[config.mk]
export PLATFORM = sky130hd
export DESIGN_NAME = cbs_block_scheduler
export DESIGN_NICKNAME = d
export VERILOG_FILES = /design/src/rtl/cbs_block_scheduler.sv
export SDC_FILE = /design/constraint.sdc
export NUM_CORES = 1
export LEC_CHECK = 0
export ABC_CLOCK_PERIOD_IN_PS = 4800
export CORE_AREA = 2 2 69 71
export DETAILED_ROUTE_END_ITERATION = 10
export DIE_AREA = 0 0 71 73
export PLACE_DENSITY_LB_ADDON = 0.25
export SYNTH_ARGS = -nofsm -noshare
export SYNTH_HDL_FRONTEND = slang
export SYNTH_SLANG_ARGS = --single-unit
[constraint.sdc]
create_clock -name clk -period 4.8 [get_ports clk]
set_clock_uncertainty 0.2 [all_clocks]
set_input_delay 0.48 -clock clk [delete_from_list [all_inputs] [get_ports clk]]
set_output_delay 0.48 -clock clk [all_outputs]
set_load 0.005 [all_outputs]
[src/rtl/cbs_block_scheduler.sv]
// Code-block scheduler: aligns the interleaver/encoder FIFO heads, streams one block to both consumers
// in lockstep, then waits for both completions. Define CBS_SCHED_TIMEOUT_EN to add the DRAIN watchdog.
module cbs_block_scheduler #(
  parameter int SMALL_BYTES = 132,
  parameter int LARGE_BYTES = 768,
  parameter int TIMEOUT_CYC = 4096
) (
  input  logic        clk,
  input  logic        reset,
  input  logic        enable,
  input  logic [9:0]  itl_q,
  input  logic        itl_empty,
  input  logic [9:0]  enc_q,
  input  logic        enc_empty,
  input  logic        itl_done,
  input  logic        enc_done,
  output logic        itl_rreq,
  output logic        enc_rreq,
  output logic [7:0]  dout_data,
  output logic        dout_size,
  output logic        dout_start,
  output logic        dout_valid,
  output logic        busy,
  output logic [15:0] blk_count,
  output logic [2:0]  err_flags
);
  typedef enum logic [1:0] {IDLE, ALIGN, STREAM, DRAIN} state_t;

  localparam logic [9:0] SMALL_LEN = 10'(SMALL_BYTES);
  localparam logic [9:0] LARGE_LEN = 10'(LARGE_BYTES);

  state_t      r_state, w_next;
  logic [9:0]  r_byte_cnt, r_len;
  logic        r_size, r_itl_dl, r_enc_dl;
  logic [7:0]  r_dout_data_p1;
  logic        r_dout_size_p1, r_dout_start_p1, r_vld_p1;
  logic [15:0] r_blk_count;
  logic [1:0]  r_err;
  logic        w_itl_rreq, w_enc_rreq, w_pop, w_last, w_go;
  logic        w_resync, w_mismatch, w_blk_done;
  logic        w_unused_itl_data;
`ifdef CBS_SCHED_TIMEOUT_EN
  logic [12:0] r_wdog;
  logic        r_err_to, w_timeout;
`endif

  // Interleaver payload is identical to the encoder copy and is never forwarded.
  assign w_unused_itl_data = ^itl_q[9:2];

  always_ff @(posedge clk or negedge reset) begin
    if (!reset) r_state <= IDLE;
    else        r_state <= w_next;
  end

  always_comb begin
    w_next     = r_state;
    w_itl_rreq = 1'b0;
    w_enc_rreq = 1'b0;
    w_pop      = 1'b0;
    w_last     = 1'b0;
    w_go       = 1'b0;
    w_resync   = 1'b0;
    w_mismatch = 1'b0;
    w_blk_done = 1'b0;
`ifdef CBS_SCHED_TIMEOUT_EN
    w_timeout  = 1'b0;
`endif
    case (r_state)
      IDLE: w_next = ALIGN;
      ALIGN: begin
        if (enable) begin
          if (!itl_empty && !itl_q[0]) begin
            w_itl_rreq = 1'b1;
            w_resync   = 1'b1;
          end
          if (!enc_empty && !enc_q[0]) begin
            w_enc_rreq = 1'b1;
            w_resync   = 1'b1;
          end
          if (!itl_empty && !enc_empty && itl_q[0] && enc_q[0]) begin
            if (itl_q[1] == enc_q[1]) begin
              w_go   = 1'b1;
              w_next = STREAM;
            end else begin
              w_itl_rreq = 1'b1;
              w_enc_rreq = 1'b1;
              w_mismatch = 1'b1;
            end
          end
        end
      end
      STREAM: begin
        // Both FIFOs are popped together or not at all so the consumers never drift apart.
        w_pop      = !itl_empty && !enc_empty;
        w_itl_rreq = w_pop;
        w_enc_rreq = w_pop;
        w_last     = w_pop && (r_byte_cnt == r_len - 10'd1);
        if (w_pop && (r_byte_cnt != 10'd0) && (itl_q[0] || enc_q[0])) w_resync = 1'b1;
        if (w_last) w_next = DRAIN;
      end
      DRAIN: begin
        if ((r_itl_dl || itl_done) && (r_enc_dl || enc_done)) begin
          w_blk_done = 1'b1;
          w_next     = ALIGN;
        end
`ifdef CBS_SCHED_TIMEOUT_EN
        else if (r_wdog == 13'(TIMEOUT_CYC - 1)) begin
          w_timeout = 1'b1;
          w_next    = ALIGN;
        end
`endif
      end
      default: w_next = IDLE;
    endcase
  end

  // Stage p1: FIFO head to registered output, one cycle.
  always_ff @(posedge clk or negedge reset) begin
    if (!reset) begin
      r_byte_cnt      <= '0;
      r_len           <= '0;
      r_size          <= 1'b0;
      r_itl_dl        <= 1'b0;
      r_enc_dl        <= 1'b0;
      r_dout_data_p1  <= '0;
      r_dout_size_p1  <= 1'b0;
      r_dout_start_p1 <= 1'b0;
      r_vld_p1        <= 1'b0;
      r_blk_count     <= '0;
      r_err           <= '0;
    end else begin
      r_vld_p1 <= w_pop;
      if (w_pop) begin
        r_dout_data_p1  <= enc_q[9:2];
        r_dout_size_p1  <= r_size;
        r_dout_start_p1 <= (r_byte_cnt == 10'd0);
        r_byte_cnt      <= w_last ? 10'd0 : r_byte_cnt + 10'd1;
      end
      if (w_go) begin
        r_size     <= enc_q[1];
        r_len      <= enc_q[1] ? LARGE_LEN : SMALL_LEN;
        r_byte_cnt <= 10'd0;
        r_itl_dl   <= 1'b0;
        r_enc_dl   <= 1'b0;
      end else if (r_state == STREAM || r_state == DRAIN) begin
        if (itl_done) r_itl_dl <= 1'b1;
        if (enc_done) r_enc_dl <= 1'b1;
      end
      if (w_blk_done) r_blk_count <= r_blk_count + 16'd1;
      r_err <= r_err | {w_mismatch, w_resync};
    end
  end

`ifdef CBS_SCHED_TIMEOUT_EN
  always_ff @(posedge clk or negedge reset) begin
    if (!reset) begin
      r_wdog   <= '0;
      r_err_to <= 1'b0;
    end else begin
      r_wdog   <= (r_state == DRAIN) ? r_wdog + 13'd1 : 13'd0;
      r_err_to <= r_err_to | w_timeout;
    end
  end
  assign err_flags = {r_err_to, r_err};
`else
  assign err_flags = {1'b0, r_err};
`endif

  assign itl_rreq   = w_itl_rreq;
  assign enc_rreq   = w_enc_rreq;
  assign dout_data  = r_dout_data_p1;
  assign dout_size  = r_dout_size_p1;
  assign dout_start = r_dout_start_p1;
  assign dout_valid = r_vld_p1;
  assign busy       = (r_state == STREAM) || (r_state == DRAIN);
  assign blk_count  = r_blk_count;
endmodule
==> After elaboration in Yosys (flattened, before gate mapping) <==
Index checks and enable logic that the tools add are counted.
{ "totals": {"word_cells": 95, "ff_bits": 54, "inputBits": 27, "output_inout_bits": 33} }
{ "classes": {"n_eq_ne": 10, "reduce_logical": 27, "mux": 42, "add_sub_neg": 3, "n_bitwise": 1} }
{ "ops": {"columns": ["operator", "count"], "rows": [
  ["10-bit 2-to-1 mux", 4],
  ["1-bit 2-to-1 mux", 29],
  ["16-bit by 1-bit adder with 16-bit output (second input constant)", 1],
  ["10-bit by 1-bit adder with 10-bit output (second input constant)", 1],
  ["10-bit equality test", 1],
  ["10-bit logical NOT", 1],
  ["2-bit 2-to-1 mux", 5],
  ["2-bit inequality test (second input constant)", 5],
  ["10-bit nonzero test", 1],
  ["10-bit by 1-bit subtractor with 10-bit output (second input constant)", 1],
  ["1-bit logical AND", 9],
  ["2-bit case mux with 4 select lines", 1],
  ["2-bit nonzero test", 4],
  ["1-bit case mux with 2 select lines", 3],
  ["5-bit AND reduction", 1],
  ["2-bit equality test (second input constant)", 2],
  ["1-bit logical NOT", 4],
  ["1-bit logical OR", 4],
  ["2-bit AND reduction", 2],
  ["2-bit by 1-bit equality test with 1-bit output (second input constant)", 1],
  ["2-bit logical NOT", 1],
  ["2-bit bitwise OR", 1],
  ["1-bit equality test", 1]
]} }

==> Longest topological paths before layout <==
{ "logic_depth": {"ltp_word": 9, "mapped_depth": 8, "mapped_depth_nobuf": 8} }

==> Worst setup path before layout <==
No wires, ideal clock.
{ "synth_timing": {"kind": "register to register", "from": "reg r_byte_cnt[2]", "to": "reg r_byte_cnt[1]", "synth_period_minus_slack_ns": 2.037, "setup_time_ns": 0.132, "n_path_buf": 1, "path_slack_ns": 2.763, "arrival_ns": 1.705, "required_time_ns": 4.468, "stages_incl_launch_ff": 7, "path_cell_list": "dfrtp_1 or4_4 o32ai_2 and3_1 buf_2 a2bb2oi_1 nor2_1"} }
{ "synth_via": {"elab_chain_len": 6} }
{ "synth_rtl": {"columns": ["element", "line_no", "text"], "rows": [
  ["from (decl)", "33", "logic [9:0] r_byte_cnt, r_len;"],
  ["from (signal assigned)", "137", "r_byte_cnt <= w_last ? 10'd0 : r_byte_cnt + 10'd1;"],
  ["10-bit equality test", "97", "w_last = w_pop && (r_byte_cnt == r_len - 10'd1);"],
  ["1-bit logical AND", "97", null],
  ["1-bit 2-to-1 mux", "68", "case (r_state)"],
  ["10-bit 2-to-1 mux", "137", null],
  ["10-bit 2-to-1 mux", "133", "if (w_pop) begin"],
  ["10-bit 2-to-1 mux", "139", "if (w_go) begin"]
]} }
Every way passes these cells. The select of a mux whose other input is x is not followed.
A chain may end at the register's enable or synchronous reset.

==> Worst setup path in the final report <==
{ "layout_timing": {"from": "in enc_empty", "to": "out enc_rreq"} }
{ "layout_via": {"elab_chain_len": 7, "elab_cells_between_ends": 10, "cone_classes": "5 x mux; 5 x reduce/logical"} }
{ "layout_rtl": {"columns": ["element", "line_no", "text"], "rows": [
  ["from (decl)", "14", "input logic enc_empty,"],
  ["1-bit logical NOT (*)", "76, 80, 94", null],
  ["1-bit logical AND (on tied branches)", "76, 80, 94", null],
  ["1-bit 2-to-1 mux or 1-bit logical AND (tied branches)", "76, 80", null],
  ["1-bit 2-to-1 mux or 1-bit logical AND (tied branches)", "81, 80", null],
  ["1-bit 2-to-1 mux", "80", "if (!itl_empty && !enc_empty && itl_q[0] && enc_q[0]) begin"],
  ["1-bit 2-to-1 mux", "71", "if (enable) begin"],
  ["1-bit case mux with 2 select lines (*)", "68", null],
  ["to (decl)", "18", "output logic enc_rreq,"]
]} }
Every way passes the cells marked *; elsewhere a longest branch is shown, timed or not.

==> metrics.md <==
| Metric | Value |
|---|---|
| Synth Area per Inst | 9.693 sq um |
| Critical path class | primary input to primary output |
| Die Area | 0.005183 sq mm |
| Sequential Area | 0.001126 sq mm |
| Slew headroom | 30.98% |
| Post-Route Setup TNS | 0 ns |
| Via Count | 1824 |
| Max stage delay cell, worst path | clkdlybuf4s50_1 |
| Kind of cell adding the most delay to the critical path | buffers and inverters |
| Fin. Hold Viols | 0 |
| Die Span Y | 73 um |
| Pre-CTS setup slack | 1.346 ns |
| Synth area leader | dfrtp_1 |
| TritonCTS Sinks | 45 |
| Share of the synthesized area in the top cell type | 50.73% |
| Nets | 314 |
| Setup bufs post-CTS | 0 |
| Largest net degree at the start of global routing | 46 |
| Power share of the combinational group | 36.8% |
| Mapped Area | 0.002220 sq mm |
| Setup crit start kind | primary input |
| Status | finished, final reports clean |
| Max incr delay on CP | 0.56 ns |
| Largest cells by area after synthesis | dfrtp_1 (51%), nand2_1 (8.3%), xnor2_1 (6.3%) |
| Post-Syn Instances | 229 |
| Maximum VDD drop | 0.2719 mV |
| Core Area | 0.004536 sq mm |
| Vias per std cell | 5.461 |
| Synth cell types | 45 |
| Port Buf Inserts | 50 |
| Syn. warnings | 0 |
| WP data required | 4.12 ns |
| RSZ-0062 raised after global routing | no |
| CP Buf/Inv Count | 3 |
| Most frequent cells in the layout | nand2_1 (49), clkdlybuf4s50_1 (49), dfrtp_1 (45), xnor2_1 (16), nor2_1 (15) |
| Fmax | 287.9 MHz |
| Max-cap violations | 0 |
| FFs w/ async S/R, synth | 100.0% |
| Post_cts resized | 0 |
| Cells along the critical path | clkdlybuf4s50_1, nor2_1, nand2_1, inv_2, nor2_1, a21oi_1, clkdlybuf4s50_1 |
| DP HPWL | 3368 um |
| CP arrival | 2.79 ns |
| Hold Path Class | primary input to asynchronous set/reset pin |
| H-tree Lvls | 2 |
| Initial Utilization | 48.94% |
| Worst skew pair latency | 0.30 ns |
| CP Capture Type | primary output |
| Worst hold margin | 0.1253 ns |
| DRT Pass-1 Iters | 4 |
| Tcrit/Tclk final | 72.36% |
| Sw Pwr | 422.9 uW |
| Synth-to-Final Area Change | 28.02% |
| Initial DRC count | 74 |
| Seq/Total Area, Yosys | 50.73% |
| Critical Path Start | enc_empty |
| Vias in the first global route | 1720 |
| Clk slew on worst S/H paths | 0.09 ns |
| Share of layout cells above drive strength 1 | 5.357% |
| Synthesized Nets | 264 |
| Pwr dens | 447.9 mW/mm^2 |
| Filler Cells Inserted | 382 |
| Detail Route Antenna Nets | 0 |
| Internal | 849.8 uW |
| Root Buffer | clkbuf_8 |
| Die W | 71 um |
| Multi-input gate area | 0.001032 sq mm |
| EDFF count, synth | 0 |
| Aggregate global-route resource usage | 19.56% |
| CTS tree | done |
| Total Wirelength | 4596 um |
| Final setup fails | 0 |
| GRT overflow | 0 |
| Crit path time final | 3.473 ns |
| Top_reg_cell synth | dfrtp_1 |
| Leak pwr | 1.237 nW |
| DRC viols | 0 |
| Initial antenna violation count | 0 |
| Row cnt | 25 |
| Max-slew violation total from the final report | 0 |
| Hold_buf cts | 0 |
| Ant. Diodes | 0 |
| R2R Path Start | r_state[0]$_DFFE_PN0P_ |
| Clock Power Share | 18.9% |
| First-pass GRT wire length | 7872 um |
| R2R setup slack | 2.22 ns |
| Io pins | 60 |
| Avg WL per Cell | 13.76 um |
| Synth Register Bits | 45 |
| Maximum fanout along the worst path | 21 |
| Gp weighted congestion | 0.8059 |
| Least-Margin Pin Slew | 1.033 ns |
| CTS Buffer Depth | 2 |
| Part of the power in registers | 44.3% |
| Layout Utilization | 62.65% |
| Switch share | 33.23% |
| Worst setup margin | 1.327 ns |
| Num CTS Buffers | 5 |
-- synth_stat cells (2+ instances only) --
cell      count
a21oi_1      10
a31oi_1       2
and3_1        3
clkbuf_1      4
dfrtp_1      45
ha_1          8
inv_1         7
mux2i_1       4
nand2_1      49
nand3_1      12
nand3b_1      3
nand4_1       6
nor2_1       15
nor2b_1       2
nor3_1        2
o211ai_1      2
o21ai_0       3
o21ai_1       2
or2_2         2
or3_1         6
xnor2_1      16
xor2_1        3
-- layout make-up --
class,count,share of cell area (%)
Multi-Input combinational cell,169,36.33
Clock inverter,3,0.7486
Inverter,8,1.057
Timing Repair Buffer,50,17.44
Tap cell,54,2.378
Sequential cell,45,39.63
Clock buffer,5,2.422
-- power groups by stage --
stage,Combinational (mW),Clock [mW],Sequential (mW)
2_1_floorplan,0.241,0,0.561
3_3_place_gp,0.459,0,0.567
6_report,0.468,0.241,0.564
4_1_cts,0.476,0.248,0.565
3_5_place_dp,0.475,0,0.572
5_1_grt,0.526,0.265,0.578
-- registers in the layout (all words and copies together) (netlist names) --
name / flops
blk_count: 16
dout_data: 8
dout_size: 1
dout_start: 1
dout_valid: 1
r_byte_cnt: 10
r_enc_dl: 1
r_err: 2
r_itl_dl: 1
r_len: 2
r_state: 2
-- worst paths after layout --
check	end	cells after the start
worst min register to register	r_err[1]$_DFF_PN0_	1
worst min-delay path	blk_count[0]$_DFFE_PN0P_	1
max in group asynchronous	r_byte_cnt[3]$_DFFE_PN0P_	1
worst max register to register	r_byte_cnt[6]$_DFFE_PN0P_	8
min in group clk	r_err[1]$_DFF_PN0_	1
worst max-delay path	enc_rreq	7
-- per-stage QoR --
step / area [sq um] / cells / total power, mW
after global routing: 2841 / 334 / 1.369
after CTS: 2841 / 334 / 1.289
final: 2841 / 334 / 1.273
after global placement: 2751 / 326 / 1.025
after detailed placement: 2751 / 326 / 1.047
after floorplan: 2220 / 229 / 0.8023
-- metal layers --
metal,share of wire [%],track usage [%]
met5,0,0
met4,1.5,7.338
met3,4.0,4.972
met2,49,32.81
met1,46,24.51
-- kinds of logic after synthesis --
group           after synthesis  share of synthesized area (%)
compound gates               30                          9.245
flops                        45                          50.73
xor+xnor                     19                          7.497
mux                           4                          1.804
other cells                   1                         0.1689
simple gates                107                          23.28
buf+inv                      15                          2.762
fa+ha+maj                     8                          4.510
Note: power is estimated with default switching activity, not from simulation.
==> patch, RTL diff (same flow settings) <==
The option `CBS_SCHED_TIMEOUT_EN` is turned on by a define.
--- a/src/rtl/cbs_block_scheduler.sv
+++ b/src/rtl/cbs_block_scheduler.sv
@@ -2,2 +2,4 @@
 // in lockstep, then waits for both completions. Define CBS_SCHED_TIMEOUT_EN to add the DRAIN watchdog.
+`define CBS_SCHED_TIMEOUT_EN
+
 module cbs_block_scheduler #(
Behaviour: no difference found for any inputs over 10 cycles, from zero or initial values and one cycle with reset low; that may be too few to reach the edited logic, so the function may still have changed.
==> patch against the unedited design <==
- final area rose by 27%
- area after synthesis grew 29%
- count of clock-buffer cells in the layout rose by 6
- combinational power increased by 14%
- sequential share of layout area up 1.1 points
- routed wire length up 24%
- sequential cell count up 14
- fmax shrank 6.8%
- total power grew 35%
- worst setup slack lost 0.25 ns
- sequential power increased by 23%
==> patch: results (changes against the unedited design) <==
{| class="wikitable"
! Metric !! Value
|-
| Run status || finished, final reports clean
|-
| Delay contributed by the slowest stage of the critical path || 0.67 ns (+0.11 ns)
|-
| Met1 track demand over resource || 32.5% (+8.0 points)
|-
| Number of nets in the synthesized netlist || 318 (+20%)
|-
| Area fraction in compound gates after synthesis || 6.17% (-3.1 points)
|-
| Total of fill cells in the finished design || 294 (-23%)
|-
| Gp weighted congestion || 0.940 (+17%)
|-
| Met2 wire length || 2.70 mm (+20%)
|-
| Worst-skew pair later-pin latency || 0.33 ns (+0.03 ns)
|-
| Reg-to-reg setup timing slack || 2.16 ns (-0.06 ns)
|-
| GR met2 Demand/Resource || 37.3% (+4.5 points)
|-
| Power dissipated in the clock network || 0.483 mW (+100%)
|-
| Maximum number of pins on one net before global-route repair || 60 (+30%)
|-
| Maximum fanout along the worst path || 19 (-9.5%)
|-
| Via total after detailed routing || 2181 (+20%)
|-
| Number of cells on the worst reg-to-reg path || 7 (-1)
|-
| Part of the Yosys area used for sequential elements || 51.7% (+0.93 points)
|-
| All-Layer GR Usage || 23.8% (+4.2 points)
|-
| Clock buffer cells || 11 (+6)
|-
| Post-detailed-placement cell area || 3410 µm² (+24%)
|-
| Power Total || 1.71 mW (+35%)
|-
| Transition at the pin with the smallest max-transition slack || 0.734 ns (-0.299 ns)
|-
| Setup repair bufs after CTS || 0 (unchanged)
|-
| Top post-synthesis cells by area || sky130_fd_sc_hd__dfrtp_1, sky130_fd_sc_hd__nand2_1, sky130_fd_sc_hd__xnor2_1
|-
| Clk pin slew, worst setup/hold paths || 0.07 ns (-0.02 ns)
|-
| Non-clock buffer total of the final layout || 52 (+4.0%)
|-
| Port Buffers || 51 (+2.0%)
|-
| Met1 WL || 2.60 mm (+24%)
|-
| Via count of the first global-routing pass || 2048 (+19%)
|-
| Maximum vdd drop || 0.000342 V (+26%)
|-
| H-tree depth || 3 (+1)
|-
| End of the worst register-to-register path || r_byte_cnt[8]
|-
| Power consumed by sequential cells || 0.696 mW (+23%)
|-
| Average wire per cell in the routed design || 14.3 µm (+3.8%)
|-
| Share of cell area taken by muxes after synthesis || 1.44% (-0.36 points)
|-
| Placed instance count || 383 (+17%)
|-
| Total internal power || 1.19 mW (+40%)
|-
| Static leakage || 1.64 nW (+33%)
|-
| Synthesized area per cell || 10.1 µm² (+4.6%)
|-
| Count of inverters not on the clock network in the layout || 11 (+3)
|-
| Multi-input combinational cell count || 207 (+22%)
|-
| Clock buf/inv share || 5.77% (+2.6 points)
|-
| Synth Area in XOR/XNOR || 10.7% (+3.2 points)
|-
| Flip-flop and latch count || 59 (+31%)
|-
| First-pass iteration count of the detailed router || 5 (+1)
|-
| Share of cell area taken by multi-input logic gates || 36.3% (about the same)
|-
| Met3 routed wirelength || 349 µm (+91%)
|-
| Multi-input logic area || 1320 µm² (+27%)
|-
| Slowest cell on the critical path || sky130_fd_sc_hd__or3b_1
|-
| First-pass GRT wire length || 9.58 mm (+22%)
|-
| First DRT Iteration DRCs || 206 (+180%)
|}
-- patch: changes by cell type in the layout (fill, tap and decap cells not counted), sizes merged, moves of 5 or more --
| cell | before | now |
|---|---|---|
| dfrtp | 45 | 59 |
| xor2 | 3 | 17 |
| nor2 | 15 | 28 |
| and2 | 0 | 8 |
| clkbuf | 5 | 11 |
| nand3 | 12 | 18 |
| or3 | 6 | 1 |
-- patch: per-stage QoR --
stage	setup WS [ns]	hold slack, ns
6_report	1.07	0.0922
5_1_grt	0.788	0.148
4_1_cts	1.03	0.106
3_5_place_dp	1.15	0.255
3_3_place_gp	1.22	0.258
2_1_floorplan	2.62	-0.0156
-- patch: cells by family (layout without fill, tap and decap cells) --
kind of cell,count (synthesis),after routing
buffers and inverters,16,79
AND/OR/NAND/NOR,133,133
flip-flops,59,59
AO/OA/AOI/OAI,26,26
adder cells (fa/ha/maj),9,9
XOR/XNOR,35,35
multiplexers,4,4
